$ cat src/rtl/serial_arith_pkg.sv
// Shared definitions for the bit-serial arithmetic units: FSM encodings and width limits.
package serial_arith_pkg;

  typedef enum logic [1:0] {
    ST_IDLE = 2'd0,
    ST_RUN  = 2'd1,
    ST_DONE = 2'd2
  } state_t;

  localparam int MAX_WIDTH = 32;

endpackage

$ cat src/rtl/full_adder.sv
// Single-bit combinational full adder cell, the dual of the lab's full subtractor.
module full_adder (
  input  logic a,
  input  logic b,
  input  logic cin,
  output logic s,
  output logic cout
);

  assign s    = a ^ b ^ cin;
  assign cout = (a & b) | (a & cin) | (b & cin);

endmodule

$ cat src/rtl/serial_adder.sv
// Bit-serial WIDTH-bit adder: one full_adder cell plus a carry flip-flop, LSB first,
// with a start/done handshake and a result held until the next completion.
module serial_adder
  import serial_arith_pkg::*;
#(
  parameter int WIDTH = 8
) (
  input  logic             clk,
  input  logic             rst_n,
  input  logic             start,
  input  logic [WIDTH-1:0] a,
  input  logic [WIDTH-1:0] b,
  input  logic             cin,
  output logic             busy,
  output logic             done,
  output logic [WIDTH-1:0] sum,
  output logic             cout
);

  localparam int CW = $clog2(WIDTH) + 1;
  localparam logic [CW-1:0] LAST = CW'(WIDTH - 1);

  state_t           state, state_next;
  logic             load;
  logic [WIDTH-1:0] a_sh, b_sh, res_next;
  logic             carry, s, c;
  logic [CW-1:0]    count;

  if (WIDTH < 1 || WIDTH > MAX_WIDTH) begin : g_bad_width
    $error("serial_adder: WIDTH out of range");
  end

  full_adder u_fa (
    .a   (a_sh[0]),
    .b   (b_sh[0]),
    .cin (carry),
    .s   (s),
    .cout(c)
  );

  // The partial result only needs WIDTH-1 stored bits; the newest bit comes straight from the cell.
  if (WIDTH == 1) begin : g_res_w1
    assign res_next = s;
  end else begin : g_res_wn
    logic [WIDTH-2:0] res_sh;
    always_ff @(posedge clk or negedge rst_n) begin
      if (!rst_n)               res_sh <= '0;
      else if (state == ST_RUN) res_sh <= res_next[WIDTH-1:1];
    end
    assign res_next = {s, res_sh};
  end

  always_ff @(posedge clk or negedge rst_n) begin
    if (!rst_n) state <= ST_IDLE;
    else        state <= state_next;
  end

  always_comb begin
    state_next = state;
    load       = 1'b0;
    case (state)
      ST_IDLE: begin
        if (start) begin
          load       = 1'b1;
          state_next = ST_RUN;
        end
      end
      ST_RUN: begin
        if (count == LAST) state_next = ST_DONE;
      end
      ST_DONE: begin
        if (start) begin
          load       = 1'b1;
          state_next = ST_RUN;
        end else begin
          state_next = ST_IDLE;
        end
      end
      default: state_next = ST_IDLE;
    endcase
  end

  always_ff @(posedge clk or negedge rst_n) begin
    if (!rst_n) begin
      a_sh  <= '0;
      b_sh  <= '0;
      carry <= 1'b0;
      count <= '0;
      sum   <= '0;
      cout  <= 1'b0;
      busy  <= 1'b0;
      done  <= 1'b0;
    end else begin
      busy <= (state_next == ST_RUN);
      done <= (state_next == ST_DONE);
      if (load) begin
        a_sh  <= a;
        b_sh  <= b;
        carry <= cin;
        count <= '0;
      end else if (state == ST_RUN) begin
        a_sh  <= a_sh >> 1;
        b_sh  <= b_sh >> 1;
        carry <= c;
        count <= count + CW'(1);
        if (count == LAST) begin
          sum  <= res_next;
          cout <= c;
        end
      end
    end
  end

endmodule
$ cat config.mk
export PLATFORM = sky130hd
export DESIGN_NAME = serial_adder
export DESIGN_NICKNAME = d
export VERILOG_FILES = /design/src/rtl/serial_arith_pkg.sv /design/src/rtl/full_adder.sv /design/src/rtl/serial_adder.sv
export SDC_FILE = /design/constraint.sdc
export NUM_CORES = 1
export LEC_CHECK = 0
export ABC_AREA = 1
export CORE_MARGIN = 2
export CORE_UTILIZATION = 40
export CTS_BUF_LIST = sky130_fd_sc_hd__clkbuf_8
export DETAILED_ROUTE_END_ITERATION = 10
export PLACE_DENSITY_LB_ADDON = 0.05
export SYNTH_ARGS = -nofsm -noshare
export SYNTH_HDL_FRONTEND = slang
export SYNTH_SLANG_ARGS = --single-unit
export TNS_END_PERCENT = 100
$ cat constraint.sdc
create_clock -name clk -period 2 [get_ports clk]
set_clock_uncertainty 0.15 [all_clocks]
set_input_delay 0.5 -clock clk [delete_from_list [all_inputs] [get_ports clk]]
set_output_delay 0.5 -clock clk [all_outputs]
set_load 0.02 [all_outputs]
==> run_results.csv, run 1 <==
group,metric,value,unit
worst_setup_path,path_buf_inv,1,
clocking,cts_setup_buffers,0,
pwr,p_int,0.002035,W
sta,fin_crit,1889,ps
clocking,h-tree-depth,2,
global_routing,grt_max_degree,42,
clocking,cts_tree,"yes",
clocking,clk_pin_slew_worst_paths,70,ps
floorplan,die_height,70.74,um
global_routing,grt_overflow,0,
logic_synthesis,ys_types,23,
floorplan,core,4324,um2
global_routing,antenna_found_initial,0,
job,maxCapViolations,0,
layout,area_growth,23.74,%
global_routing,grt_first_pass_wirelength,5747,um
place,port_buffers,30,
place,place_ws,179.4,ps
pwr,power_density,1516,nW/um2
worst_setup_path,crit_path_cell_trace,"clkdlybuf4s50_1",
pwr,pwr-share-comb,0.419,
clocking,cts_root_buf,"clkbuf_8",
floorplan,io_pins,31,
logic_synthesis,ys_seq_area_frac,0.5758,
sta,setup_viol,0,
worst_setup_path,crit_path_end_kind,"output pin",
detailed_routing,via_per_inst,4.811,
worst_setup_path,rrSetupSlack,400,ps
logic_synthesis,syn-num-nets,211,
place,place_area,2118,um2
worst_setup_path,critPathSlowestCell,"clkdlybuf4s50_1",
worst_setup_path,reg2reg_depth,6,
layout,drive_above_1_share,0.1211,
floorplan,rows,24,
min_path,hold_class,"in -> async",
place,hpwl,2266,um
layout,fin_nets,245,
sta,slew_viol_final,0,
detailed_routing,drc,0,
sta,tightest_slew,299.5,ps
worst_setup_path,r2r_start,"count[0]$_DFFE_PN0P_",
pwr,swShare,0.3910,
detailed_routing,drt_iter0_markers,81,
clocking,hold_buffers,0,
sta,slew_headroom,0.7996,
pwr,power.switching,0.001307,W
logic_synthesis,syn_inst,189,
layout,fin_area,2205,um2
logic_synthesis,ys_warn_count,0,
detailed_routing,wl,3210,um
sta,clock.fmax,529.5,MHz
place,placed_cells,268,
pwr,clkPwrFrac,0.158,
worst_setup_path,cp.required,1350,ps
floorplan,die_w,70.74,um
clocking,clkSinkCount,41,
detailed_routing,dr.pass1.iters,4,
detailed_routing,via_count,1323,
sta,layout_setup_ws,111.2,ps
global_routing,grt_pass1_vias,1329,
clocking,clk_path_buf_depth,2,
logic_synthesis,syn-cell-area,1782,um2
place,gp_congestion,0.7649,
global_routing,track_usage,0.1458,
clocking,numCtsBuffers,5,
worst_setup_path,crit_fanout,2,
worst_setup_path,r2r-end,"sum[4]$_DFFE_PN0P_",
worst_setup_path,critical_path_class,"reg -> out",
clocking,clkLatencyLatePin,290,ps
logic_synthesis,ys_ff_latch,41,
floorplan,die-area,5004,um2
layout,antenna_cells,0,
sta,fin_tns_setup,0,ps
floorplan,start_util,0.4120,
clocking,cts_resized,0,
pwr,p_leak,1.048,nW
worst_setup_path,critPathMaxStageDelay,600,ps
sta,hold_violations,0,
detailed_routing,post_drt_wl_per_cell,11.67,um
sta,period_share,0.9444,
sta,rsz0062_at_grt,"no",
detailed_routing,ant_nets,0,
worst_setup_path,critical-path-top-delay-family,"buffers and inverters",
logic_synthesis,syn_avg_cell_area,9.427,um2
run_status,outcome,"completed",
pwr,ir_worst_vdd,0.5589,mV
pwr,p_seq_frac,0.423,
layout,final_cells,275,
worst_setup_path,cp.arrival,1240,ps
worst_setup_path,worstSetupStartpointType,"flip-flop",
==> synth_stat cells <==
master    number  area [um2]
dfrtp_1       41        1026
nand2_2        1       6.260
buf_6          3       33.78
fa_1           1       20.02
o21ai_1        2       10.01
clkinv_2       1       5.000
o21ai_2        8       70.07
buf_8          1       15.01
nor2_2         1       6.260
nand3_1        2       10.01
nor2_1        11       41.29
nor3_2         1       10.01
nand3_4        1       17.52
ha_1           1       12.51
nand2_1       60       225.2
o21ai_0       22       110.1
nand2_4        2       22.52
o211ai_1       3       22.52
clkinv_4       1       8.760
inv_1         16       60.06
a21oi_1        7       35.03
buf_2          2       10.01
inv_2          1       3.750
==> metrics by stage <==
stage,hold slack (ps),util,power [W]
floorplan,54.41,-,0.002413
global placement,313.2,0.4899,0.002794
detailed placement,316.8,0.4899,0.002852
CTS,25.39,0.5098,0.003397
global route,27.50,0.5098,0.003665
finish,17.63,0.5098,0.003342
==> cells by family (layout without fill, tap and decap cells) <==
family | Yosys count | after routing | share of synthesized area
buffers and inverters | 25 | 59 | 0.07654
adders and majority gates | 2 | 2 | 0.01826
and+or+nand+nor | 79 | 79 | 0.1903
AOI/OAI and AO/OA | 42 | 42 | 0.1390
DFF | 41 | 41 | 0.5758
==> final cells by class <==
class / instances / area [um2]
clock buffer: 6 / 82.58
clock inverter: 1 / 3.754
fill: 403 / 2120
inverter: 19 / 77.57
multi-input combinational: 123 / 619.3
sequential: 41 / 1026
tap: 52 / 65.06
timing repair buffer: 33 / 330.3
==> routing by layer <==
layer / routed length [um] / track usage / up-vias
met3: 158 / 0.04986 / 5
met2: 1591 / 0.2420 / 32
met5: 0 / 0 / -
met4: 33 / 0.05451 / 0
met1: 1427 / 0.1763 / 622
li1: - / - / 664
==> worst max-delay path by stage <==
stage                         startpoint            endpoint  slack, ps  depth (start not counted)
floorplan           count[0]$_DFFE_PN0P_  sum[0]$_DFFE_PN0P_        610                          7
global placement                   start   carry$_DFFE_PN0P_        220                          6
detailed placement                 start   carry$_DFFE_PN0P_        180                          6
CTS                   sum[0]$_DFFE_PN0P_              sum[0]         90                          1
global route            cout$_DFFE_PN0P_                cout         50                          1
finish                sum[0]$_DFFE_PN0P_              sum[0]        110                          1
==> cells in the final DEF (no fill, tap or decap), drive strengths merged, types with 3 or more instances in the layout <==
master         instances
nand2                 63
dfrtp                 41
o21ai                 32
clkdlybuf4s50         29
inv                   18
nor2                  12
a21oi                  7
clkbuf                 6
buf                    4
o211ai                 3
nand3                  3
==> registers in the layout, summed over array words and instances (netlist names) <==
signal           count
cout                 1
b_sh                 8
g_res_wn.res_sh      7
busy                 1
a_sh                 8
sum                  8
carry                1
count                4
done                 1
state                2
==> power groups by stage <==
| stage | Combinational [W] | Sequential, W | Clock [W] |
|---|---|---|---|
| after detailed placement | 0.00142 | 0.00143 | 0 |
| after global placement | 0.00138 | 0.00142 | 0 |
| after global routing | 0.00161 | 0.00146 | 0.000596 |
| after CTS | 0.00143 | 0.00142 | 0.000552 |
| after floorplan | 0.000914 | 0.00150 | 0 |
| final | 0.00140 | 0.00141 | 0.000529 |
(Power assumes the default switching activity.)
==> run 2, diff against run 1 <==
ABC_AREA = 0   (was 1)
==> run_results.csv, run 2 <==
group,metric,value,unit
global_routing,grt_busiest_layer,"met2",
layout,fin_nets,220,
worst_setup_path,critical_path_class,"reg -> out",
sta,fin_tns_setup,0,ps
worst_setup_path,path_buf_inv,1,
worst_setup_path,cp.required,1350,ps
clocking,cts_setup_buffers,0,
floorplan,start_util,0.4205,
pwr,ir_worst_vdd,0.6137,mV
clocking,cts_root_buf,"clkbuf_8",
logic_synthesis,ys_top_cells_by_count,"nand2_1 (52), dfrtp_1 (41), nor2_1 (15)",
pwr,clkPwrFrac,0.199,
layout,layout_commonest_cell,"nand2_1",
min_path,hold_class,"in -> async",
clocking,clk_path_buf_depth,2,
global_routing,grt_max_degree,24,
detailed_routing,wl,3287,um
pwr,swShare,0.3527,
layout,drive_above_1_share,0.1407,
logic_synthesis,synth_most_common_cell,"nand2_1",
worst_setup_path,rrSetupSlack,340,ps
pwr,power,0.003467,W
sta,slew_headroom,0.6724,
layout,antenna_cells,0,
detailed_routing,drc,0,
global_routing,grt_first_pass_wirelength,5878,um
sta,setup_viol,0,
floorplan,die_w,69.08,um
layout,nFillCells,382,
detailed_routing,dr.pass1.iters,4,
clocking,clkSinkCount,41,
logic_synthesis,ys_seq_area_frac,0.6056,
sta,rsz0062_at_grt,"no",
floorplan,die_height,69.08,um
detailed_routing,post_drt_wl_per_cell,13.20,um
logic_synthesis,netlist.area_leader.share,0.6056,
logic_synthesis,ys_ff_latch,41,
sta,period_share,0.9505,
worst_setup_path,r2r_start,"count[0]$_DFFE_PN0P_",
place,gp_congestion,0.7797,
worst_setup_path,critPathSlowestCell,"clkdlybuf4s50_1",
logic_synthesis,syn-cell-area,1694,um2
global_routing,track_usage,0.1564,
run_status,outcome,"completed",
layout,multi_input_area,621.8,um2
pwr,p_int,0.002244,W
layout,reg.largest.list,"a_sh (8), b_sh (8), sum (8)",
worst_setup_path,worstSetupStartpointType,"flip-flop",
layout,fin_util,0.5457,
place,port_buffers,30,
logic_synthesis,syn_inst,163,
global_routing,antenna_found_initial,0,
detailed_routing,via_count,1230,
logic_synthesis,synthTopCellsByArea,"dfrtp_1 (61%), nand2_1 (12%), mux2_2 (6.0%)",
pwr,power.switching,0.001223,W
clocking,h-tree-depth,2,
layout,layout_common_cells,"nand2_1 (52), dfrtp_1 (41), clkdlybuf4s50_1 (29)",
pwr,p_leak,1.007,nW
floorplan,core,4029,um2
sta,tightest_slew,491.4,ps
logic_synthesis,synth_top_cell_by_area,"dfrtp_1",
detailed_routing,ant_nets,0,
logic_synthesis,ys_types,26,
global_routing,grt_pass1_vias,1235,
global_routing,use_met1,0.2113,
worst_setup_path,r2r-end,"sum[1]$_DFFE_PN0P_",
pwr,p_seq_frac,0.411,
worst_setup_path,crit_path_end_kind,"output pin",
logic_synthesis,ys_warn_count,0,
clocking,cts_resized,0,
layout,regArea,1026,um2
place,hpwl,2284,um
clocking,numCtsBuffers,5,
floorplan,io_pins,31,
worst_setup_path,crit_path_cell_trace,"clkdlybuf4s50_1",
place,place_ws,153.8,ps
worst_setup_path,reg2reg_depth,5,
worst_setup_path,critPathMaxStageDelay,600,ps
detailed_routing,via_per_inst,4.940,
pwr,power_density,1577,nW/um2
sta,layout_setup_ws,99.00,ps
floorplan,rows,23,
worst_setup_path,crit_fanout,2,
job,maxCapViolations,0,
logic_synthesis,synth_ff_type,"dfrtp_1",
logic_synthesis,syn_avg_cell_area,10.39,um2
clocking,clkLatencyLatePin,290,ps
clocking,hold_buffers,0,
global_routing,grt_overflow,0,
clocking,cts_tree,"yes",
logic_synthesis,synth_edf_count,0,
sta,clock.fmax,526.0,MHz
sta,slew_viol_final,0,
worst_setup_path,cp.arrival,1250,ps
floorplan,die-area,4772,um2
sta,hold_violations,0,
global_routing,use_met2,0.2286,
pwr,pwr-share-comb,0.390,
detailed_routing,drt_iter0_markers,69,
layout,area_growth,29.76,%
logic_synthesis,async_flop_share,1.000,
worst_setup_path,critical-path-top-delay-family,"buffers and inverters",
global_routing,grt_use_met3,0.05117,
logic_synthesis,syn-num-nets,185,
clocking,clk_pin_slew_worst_paths,80,ps
sta,fin_crit,1901,ps
-- run 2: worst max-delay path by stage --
stage	endpoint	depth (start not counted)	slack (ps)	from
after floorplan	cout$_DFFE_PN0P_	4	390	state[1]$_DFF_PN0_
after global placement	a_sh[7]$_DFFE_PN0P_	4	180	start
after detailed placement	count[1]$_DFFE_PN0P_	4	150	start
after CTS	sum[7]	1	80	sum[7]$_DFFE_PN0P_
after global routing	cout	1	40	cout$_DFFE_PN0P_
final	sum[7]	1	100	sum[7]$_DFFE_PN0P_
-- run 2: logic make-up (layout without fill, tap and decap cells) --
group,after synthesis,after routing,share of synthesized area
XOR/XNOR,2,2,0.01034
multiplexers,10,10,0.06573
flip-flops,41,41,0.6056
AND/OR/NAND/NOR,79,79,0.1965
adder cells (fa/ha/maj),2,2,0.01920
buffers and inverters,10,46,0.02880
AO/OA/AOI/OAI,19,19,0.07386
-- run 2: per-layer routing --
layer  up-vias  part of all wire
met3         6             0.045
met5         -                 0
li1        610                 -
met4         0             0.020
met2        23              0.45
met1       591              0.49
-- run 2: power by group through the flow --
stage               Combinational (W)  Sequential (W)  Clock, W
floorplan                    0.000812         0.00151         0
CTS                           0.00137         0.00143  0.000714
global route                  0.00152         0.00148  0.000754
detailed placement            0.00136         0.00145         0
finish                        0.00135         0.00143  0.000689
global placement              0.00134         0.00143         0
-- run 2: stage by stage --
step / hold slack (ps) / instances / cell area (um2)
floorplan: 54.41 / 163 / 1694
global placement: 307.0 / 241 / 2078
detailed placement: 317.3 / 241 / 2078
CTS: 16.51 / 249 / 2198
global route: 30.27 / 249 / 2198
finish: 8.446 / 249 / 2198
-- run 2: cell type report --
| cell class | count | area share |
|---|---|---|
| timing repair buffer | 38 | 0.1673 |
| multi-input combinational | 112 | 0.2829 |
| clock inverter | 2 | 0.01707 |
| sequential | 41 | 0.4667 |
| tap | 50 | 0.02846 |
| clock buffer | 6 | 0.03756 |
-- run 2: worst register-to-register path, delay by kind of cell (launching register included) --
kind	cells	cell delay, ps
and+or+nand+nor	2	230
adders and majority gates	1	190
DFF	1	400
muxes	1	350
buffers and inverters	1	220
==> run 3, diff against run 2 <==
ABC_AREA = 1   (was 0)
==> results of run 3 <==
The final DEF is identical to that of run 1; final timing and power are the same.
